==> src/rtl/mem_port_arbiter.sv <==
// Shares one single-port memory between instruction fetch and data access,
// one read in flight at a time, with a starvation guard for the fetch port.
module mem_port_arbiter #(
    parameter int ADDR_W     = 64,
    parameter int DATA_W     = 64,
    parameter int MEM_LAT    = 2,
    parameter int STARVE_MAX = 4
) (
    input  logic              clk_i,
    input  logic              rst_i,
    input  logic              if_req_i,
    input  logic [ADDR_W-1:0] if_addr_i,
    output logic              if_gnt_o,
    output logic              if_rvalid_o,
    output logic [DATA_W-1:0] if_rdata_o,
    input  logic              dm_req_i,
    input  logic              dm_we_i,
    input  logic [ADDR_W-1:0] dm_addr_i,
    input  logic [DATA_W-1:0] dm_wdata_i,
    output logic              dm_gnt_o,
    output logic              dm_rvalid_o,
    output logic [DATA_W-1:0] dm_rdata_o,
    output logic              mem_req_o,
    output logic              mem_we_o,
    output logic [ADDR_W-1:0] mem_addr_o,
    output logic [DATA_W-1:0] mem_wdata_o,
    input  logic [DATA_W-1:0] mem_rdata_i,
    output logic              stall_if_o,
    output logic              stall_mem_o
);

    typedef enum logic {
        IDLE = 1'b0,
        BUSY = 1'b1
    } state_e;

    localparam logic [3:0] LAT_INIT   = 4'(MEM_LAT);
    localparam logic [3:0] STARVE_LIM = 4'(STARVE_MAX);

    state_e     state_q;
    logic       owner_if_q;
    logic [3:0] lat_q;
    logic [3:0] starve_q;

    logic idle;
    logic if_win;
    logic dm_win;
    logic rd_done;

    function automatic logic [3:0] sat_inc(input logic [3:0] v);
        return (v >= STARVE_LIM) ? STARVE_LIM : v + 4'd1;
    endfunction

    // Every output is qualified by rst_i so the block is silent while held in reset.
    always_comb begin
        idle    = rst_i & (state_q == IDLE);
        if_win  = idle & if_req_i & (~dm_req_i | (starve_q == STARVE_LIM));
        dm_win  = idle & dm_req_i & ~if_win;
        rd_done = rst_i & (state_q == BUSY) & (lat_q == 4'd1);
    end

    assign if_gnt_o    = if_win;
    assign dm_gnt_o    = dm_win;
    assign if_rvalid_o = rd_done & owner_if_q;
    assign dm_rvalid_o = rd_done & ~owner_if_q;
    assign if_rdata_o  = if_rvalid_o ? mem_rdata_i : '0;
    assign dm_rdata_o  = dm_rvalid_o ? mem_rdata_i : '0;

    assign mem_req_o   = if_win | dm_win;
    assign mem_we_o    = dm_win & dm_we_i;
    assign mem_addr_o  = if_win ? if_addr_i : (dm_win ? dm_addr_i : '0);
    assign mem_wdata_o = dm_win ? dm_wdata_i : '0;

    assign stall_if_o  = rst_i & if_req_i & ~if_rvalid_o;
    assign stall_mem_o = rst_i & dm_req_i & ~dm_rvalid_o & ~(dm_win & dm_we_i);

    always_ff @(posedge clk_i) begin
        if (!rst_i) begin
            state_q    <= IDLE;
            owner_if_q <= 1'b1;
            lat_q      <= 4'd0;
            starve_q   <= 4'd0;
        end else begin
            case (state_q)
                IDLE: begin
                    if (if_win) begin
                        state_q    <= BUSY;
                        owner_if_q <= 1'b1;
                        lat_q      <= LAT_INIT;
                        starve_q   <= 4'd0;
                    end else if (dm_win) begin
                        // Writes retire at the issuing edge, so only reads occupy the port.
                        if (!dm_we_i) begin
                            state_q    <= BUSY;
                            owner_if_q <= 1'b0;
                            lat_q      <= LAT_INIT;
                        end
                        if (if_req_i) begin
                            starve_q <= sat_inc(starve_q);
                        end
                    end
                end
                BUSY: begin
                    lat_q <= lat_q - 4'd1;
                    if (lat_q == 4'd1) begin
                        state_q <= IDLE;
                    end
                end
                default: state_q <= IDLE;
            endcase
        end
    end

endmodule

==> config.mk <==
export PLATFORM = sky130hd
export DESIGN_NAME = mem_port_arbiter
export DESIGN_NICKNAME = d
export VERILOG_FILES = /design/src/rtl/mem_port_arbiter.sv
export SDC_FILE = /design/constraint.sdc
export NUM_CORES = 1
export LEC_CHECK = 0
export ABC_AREA = 1
export CELL_PAD_IN_SITES_DETAIL_PLACEMENT = 0
export CELL_PAD_IN_SITES_GLOBAL_PLACEMENT = 1
export CORE_AREA = 2 2 204 206
export CTS_CLUSTER_DIAMETER = 30
export DETAILED_ROUTE_END_ITERATION = 8
export DIE_AREA = 0 0 206 208
export PLACE_DENSITY = 0.72
export SYNTH_ARGS = -nofsm -noshare
export SYNTH_HDL_FRONTEND = slang
export SYNTH_SLANG_ARGS = --single-unit
==> constraint.sdc <==
create_clock -name clk_i -period 1.9 [get_ports clk_i]
set_input_delay 0.475 -clock clk_i [delete_from_list [all_inputs] [get_ports clk_i]]
set_output_delay 0.475 -clock clk_i [all_outputs]
set_load 0.005 [all_outputs]
==> run_results.csv <==
group,metric,value,unit
clocking,cts.root.buffer_cell,"clkbuf_16",
route,detailroute.via_count,6391,
timing,finalMaxSlewViolations,0,
global_routing,grt_antenna_before_repair,6,
timing,fin_setup_tns,-118.71,ns
timing,worstMarginPinSlew,0.2739,ns
global_routing,grt-ovfl-total,0,
pwr,sw_ratio,0.3556,
global_routing,grt_pass1_vias,6840,
finish,area_delta_synth_final,311.8,%
route,drcViolationCount,0,
finish,layoutNonFillerInstCount,1837,
pwr,share_clk_of_total_power,0.160,
status,violations_in_the_final_reports,"negative setup slack",
floorplanning,initial_core_util,0.06926,
global_routing,gr-usage-all-layers,0.1286,
worst_setup_path,cp_cell_sequence,"inv_2 -> ha_4 -> nand2_4 -> nor2_4 -> buf_6 -> nand4_1 -> buf_6 -> buf_6 -> buf_12 -> buf_12 -> buf_6 -> buf_6 -> nor2_4 -> buf_2",
timing,post-route-min-period,2.567,ns
clocking,clock_latency_on_the_worst_skew_pair,0.24,ns
yosys,post_synth_instance_area,0.002809,mm2
clocking,h_tree_depth,1,
floorplanning,die-width,206,um
worst_setup_path,crit-reg2reg-launch,"starve_q[0]$_SDFFE_PN0P_",
placement,hpwlAfterDp,21420,um
worst_setup_path,startpoint_type_of_the_worst_setup_path,"flop",
finish,mostFrequentLayoutCells,"257 x clkdlybuf4s50_1, 203 x buf_2, 141 x inv_1",
yosys,yosysWarnings,0,
yosys,synth-seq-area-share,0.07127,
worst_hold_path,hold-path-endpoint,"starve_q[0]$_SDFFE_PN0P_",
pwr,vdd_drop_max,255.8,uV
route,antenna_violating_nets_post_route,0,
floorplanning,dieArea,0.04285,mm2
worst_setup_path,critical-path-max-stage-delay,0.31,ns
yosys,yosys.cell_types.count,22,
floorplanning,coreArea,0.04055,mm2
yosys,synth_nets,896,
timing,highest_clock_rate,0.3896,GHz
yosys,post_synthesis_mean_instance_area,4.452,um2
yosys,ys_async_sr_fraction,0,
clocking,cts_inserted_buffers,3,
yosys,ys_dominant_reg_cell,"dfxtp_1",
placement,place_congestion,0.8271,
global_routing,grt_max_degree,25,
placement,place.port_buffers,524,
finish,finish.utilization,0.2853,
clocking,cts_max_path_buffers,2,
worst_hold_path,hold_class,"in2reg",
yosys,post_synth_inst_count,631,
worst_hold_path,hold_critical_path_depth,3,
route,drt_pass1_iterations,4,
floorplanning,die_h,208,um
timing,hold_violations,0,
worst_setup_path,reg2reg_slack,0.19,ns
route,initialDrtViolationCount,179,
yosys,yosys_register_bits,10,
timing,layout_setup_ws,-0.6666,ns
pwr,power.density,224.3,mW/mm2
worst_setup_path,arrival,2.09,ns
worst_setup_path,critPathMaxFanout,3,
worst_setup_path,critPathRequiredTime,1.42,ns
pwr,cell_internal_pwr,1672,uW
run,maxCapViolCount,0,
pwr,combinational_group_share_of_total_power,0.750,
worst_setup_path,length_in_cells_of_the_worst_reg_to_reg_path,12,
route,route.detailed.vias_per_inst,3.479,
floorplanning,num_io_pins,525,
worst_setup_path,critical_path_buf_inv_count,9,
floorplanning,rows,74,
route,drt-total-wl,30650,um
timing,timing.slew.headroom,0.8174,
pwr,power_frac_seq,0.090,
worst_hold_path,holdCritStartpoint,"rst_i",
timing,setup_violations,264,
yosys,synth_edf_count,0,
worst_setup_path,timing.critical_path.mode_cell,"buf_6",
route,dr_wl_cell,16.68,um
worst_setup_path,worst_setup_path_end_kind,"output pin",
worst_setup_path,critical_path.top_delay_family,"buffers and inverters",
pwr,total_switching_power,922.8,uW
finish,number_of_nets_at_the_end_of_the_flow,1570,
clocking,clk_pin_slew_worst_paths,0.04,ns
timing,clock_skew,0.0006670,ns
status,run_status,"finished with violations",
placement,dp_worst_setup_slack,-1.228,ns
worst_setup_path,timing_worst_setup_path_type,"reg2out",
pwr,cellLeakagePower,0.005923,uW
placement,placedCellCount,1699,
finish,drive_gt1_frac,0.5706,
clocking,clock_sink_count,10,
global_routing,global_route_wire_length_before_repair,41240,um
finish,final_common_cell,"clkdlybuf4s50_1",
worst_setup_path,regToRegEndpoint,"starve_q[2]$_SDFFE_PN0P_",
timing,layout_worst_path_cycle_share,1.351,
clocking,cts_tree,"done",
worst_setup_path,cp_slowest_cell,"dfxtp_2",
timing,unrepaired_setup_endpoints_after_global_routing,"true",
[what timing repair did]
action,in CTS,in global routing
gates cloned,23,1
endpoints found under the setup margin,264,264
setup buffers,78,49
endpoints found under the hold margin,0,0
pin swaps,23,61
hold buffers,0,0
resized for setup,1179,515
[final cells by class]
type / count / area, um2
Clock buffer: 4 / 88.84
Tap cell: 532 / 665.6
Inverter: 148 / 589.3
Timing Repair Buffer: 705 / 6758
Antenna cell: 1 / 2.502
Sequential cell: 10 / 205.2
Fill cell: 4350 / 28990
Multi-Input combinational cell: 437 / 3259
[cell families after synthesis]
logic type	count (synthesis)	synth area share
DFF	10	0.07127
and+or+nand+nor	423	0.5906
buffers and inverters	184	0.3016
AOI/OAI and AO/OA	10	0.01871
adders and majority gates	4	0.01782
[flip-flops by register name (all words and copies together) (netlist names)]
name	count
state_q	1
starve_q	4
owner_if_q	1
lat_q	4
[per-layer routing]
| metal | share of wire | vias to the layer above | track usage |
|---|---|---|---|
| li1 | - | 3104 | - |
| met1 | 0.35 | 2900 | 0.1287 |
| met2 | 0.54 | 341 | 0.2568 |
| met3 | 0.092 | 36 | 0.03618 |
| met4 | 0.017 | 10 | 0.02808 |
| met5 | 0.0022 | - | 0 |
[worst reg2reg max path, stage by stage (launching register included)]
cell,delay [ns]
dfxtp_2,0.32
inv_2,0.05
ha_4,0.15
nand3_2,0.06
nand2_2,0.08
nand2_4,0.12
buf_12,0.13
inv_16,0.04
buf_6,0.11
buf_8,0.12
buf_12,0.14
buf_4,0.15
nor4_1,0.14
[power groups by stage]
stage / registers, uW / clock network, uW / logic (uW)
2_1_floorplan: 233 / 0 / 355
3_3_place_gp: 233 / 0 / 1380
3_5_place_dp: 233 / 0 / 1380
4_1_cts: 234 / 430 / 1730
5_1_grt: 235 / 444 / 2070
6_report: 234 / 416 / 1950
[worst max-delay path by stage]
stage                              from              to  slack, ns  cells past startpoint
2_1_floorplan                     rst_i  mem_addr_o[10]       0.09                     10
3_5_place_dp                      rst_i   dm_rdata_o[0]      -1.23                      7
5_1_grt           lat_q[1]$_SDFFE_PN0P_  if_rdata_o[44]      -0.75                     12
3_3_place_gp                      rst_i   dm_rdata_o[0]      -1.18                      7
4_1_cts        starve_q[0]$_SDFFE_PN0P_  mem_addr_o[63]      -0.68                     12
6_report          lat_q[1]$_SDFFE_PN0P_  dm_rdata_o[60]      -0.67                     14
[stage by stage]
step | hold slack, ns | area [um2] | total power [uW]
after floorplan | 0.4509 | 2809 | 587.8
after global placement | 0.5287 | 8911 | 1609
after detailed placement | 0.5479 | 8911 | 1611
after CTS | 0.5547 | 10290 | 2390
after global routing | 0.6044 | 11570 | 2749
final | 0.5686 | 11570 | 2595
[synth_stat cells (3+ instances only)]
cell	number	area [um2]
a21oi_1	6	30.03
buf_2	8	40.04
buf_4	13	97.59
buf_6	13	146.4
dfxtp_1	10	200.2
ha_1	4	50.05
inv_1	145	544.3
inv_2	3	11.26
nand2_1	202	758.2
nand3_1	7	35.03
nand4_1	3	18.77
nor2_1	201	754.5
nor3_1	3	15.01
o21ai_0	3	15.01
Power figures use the tool's default switching activity.
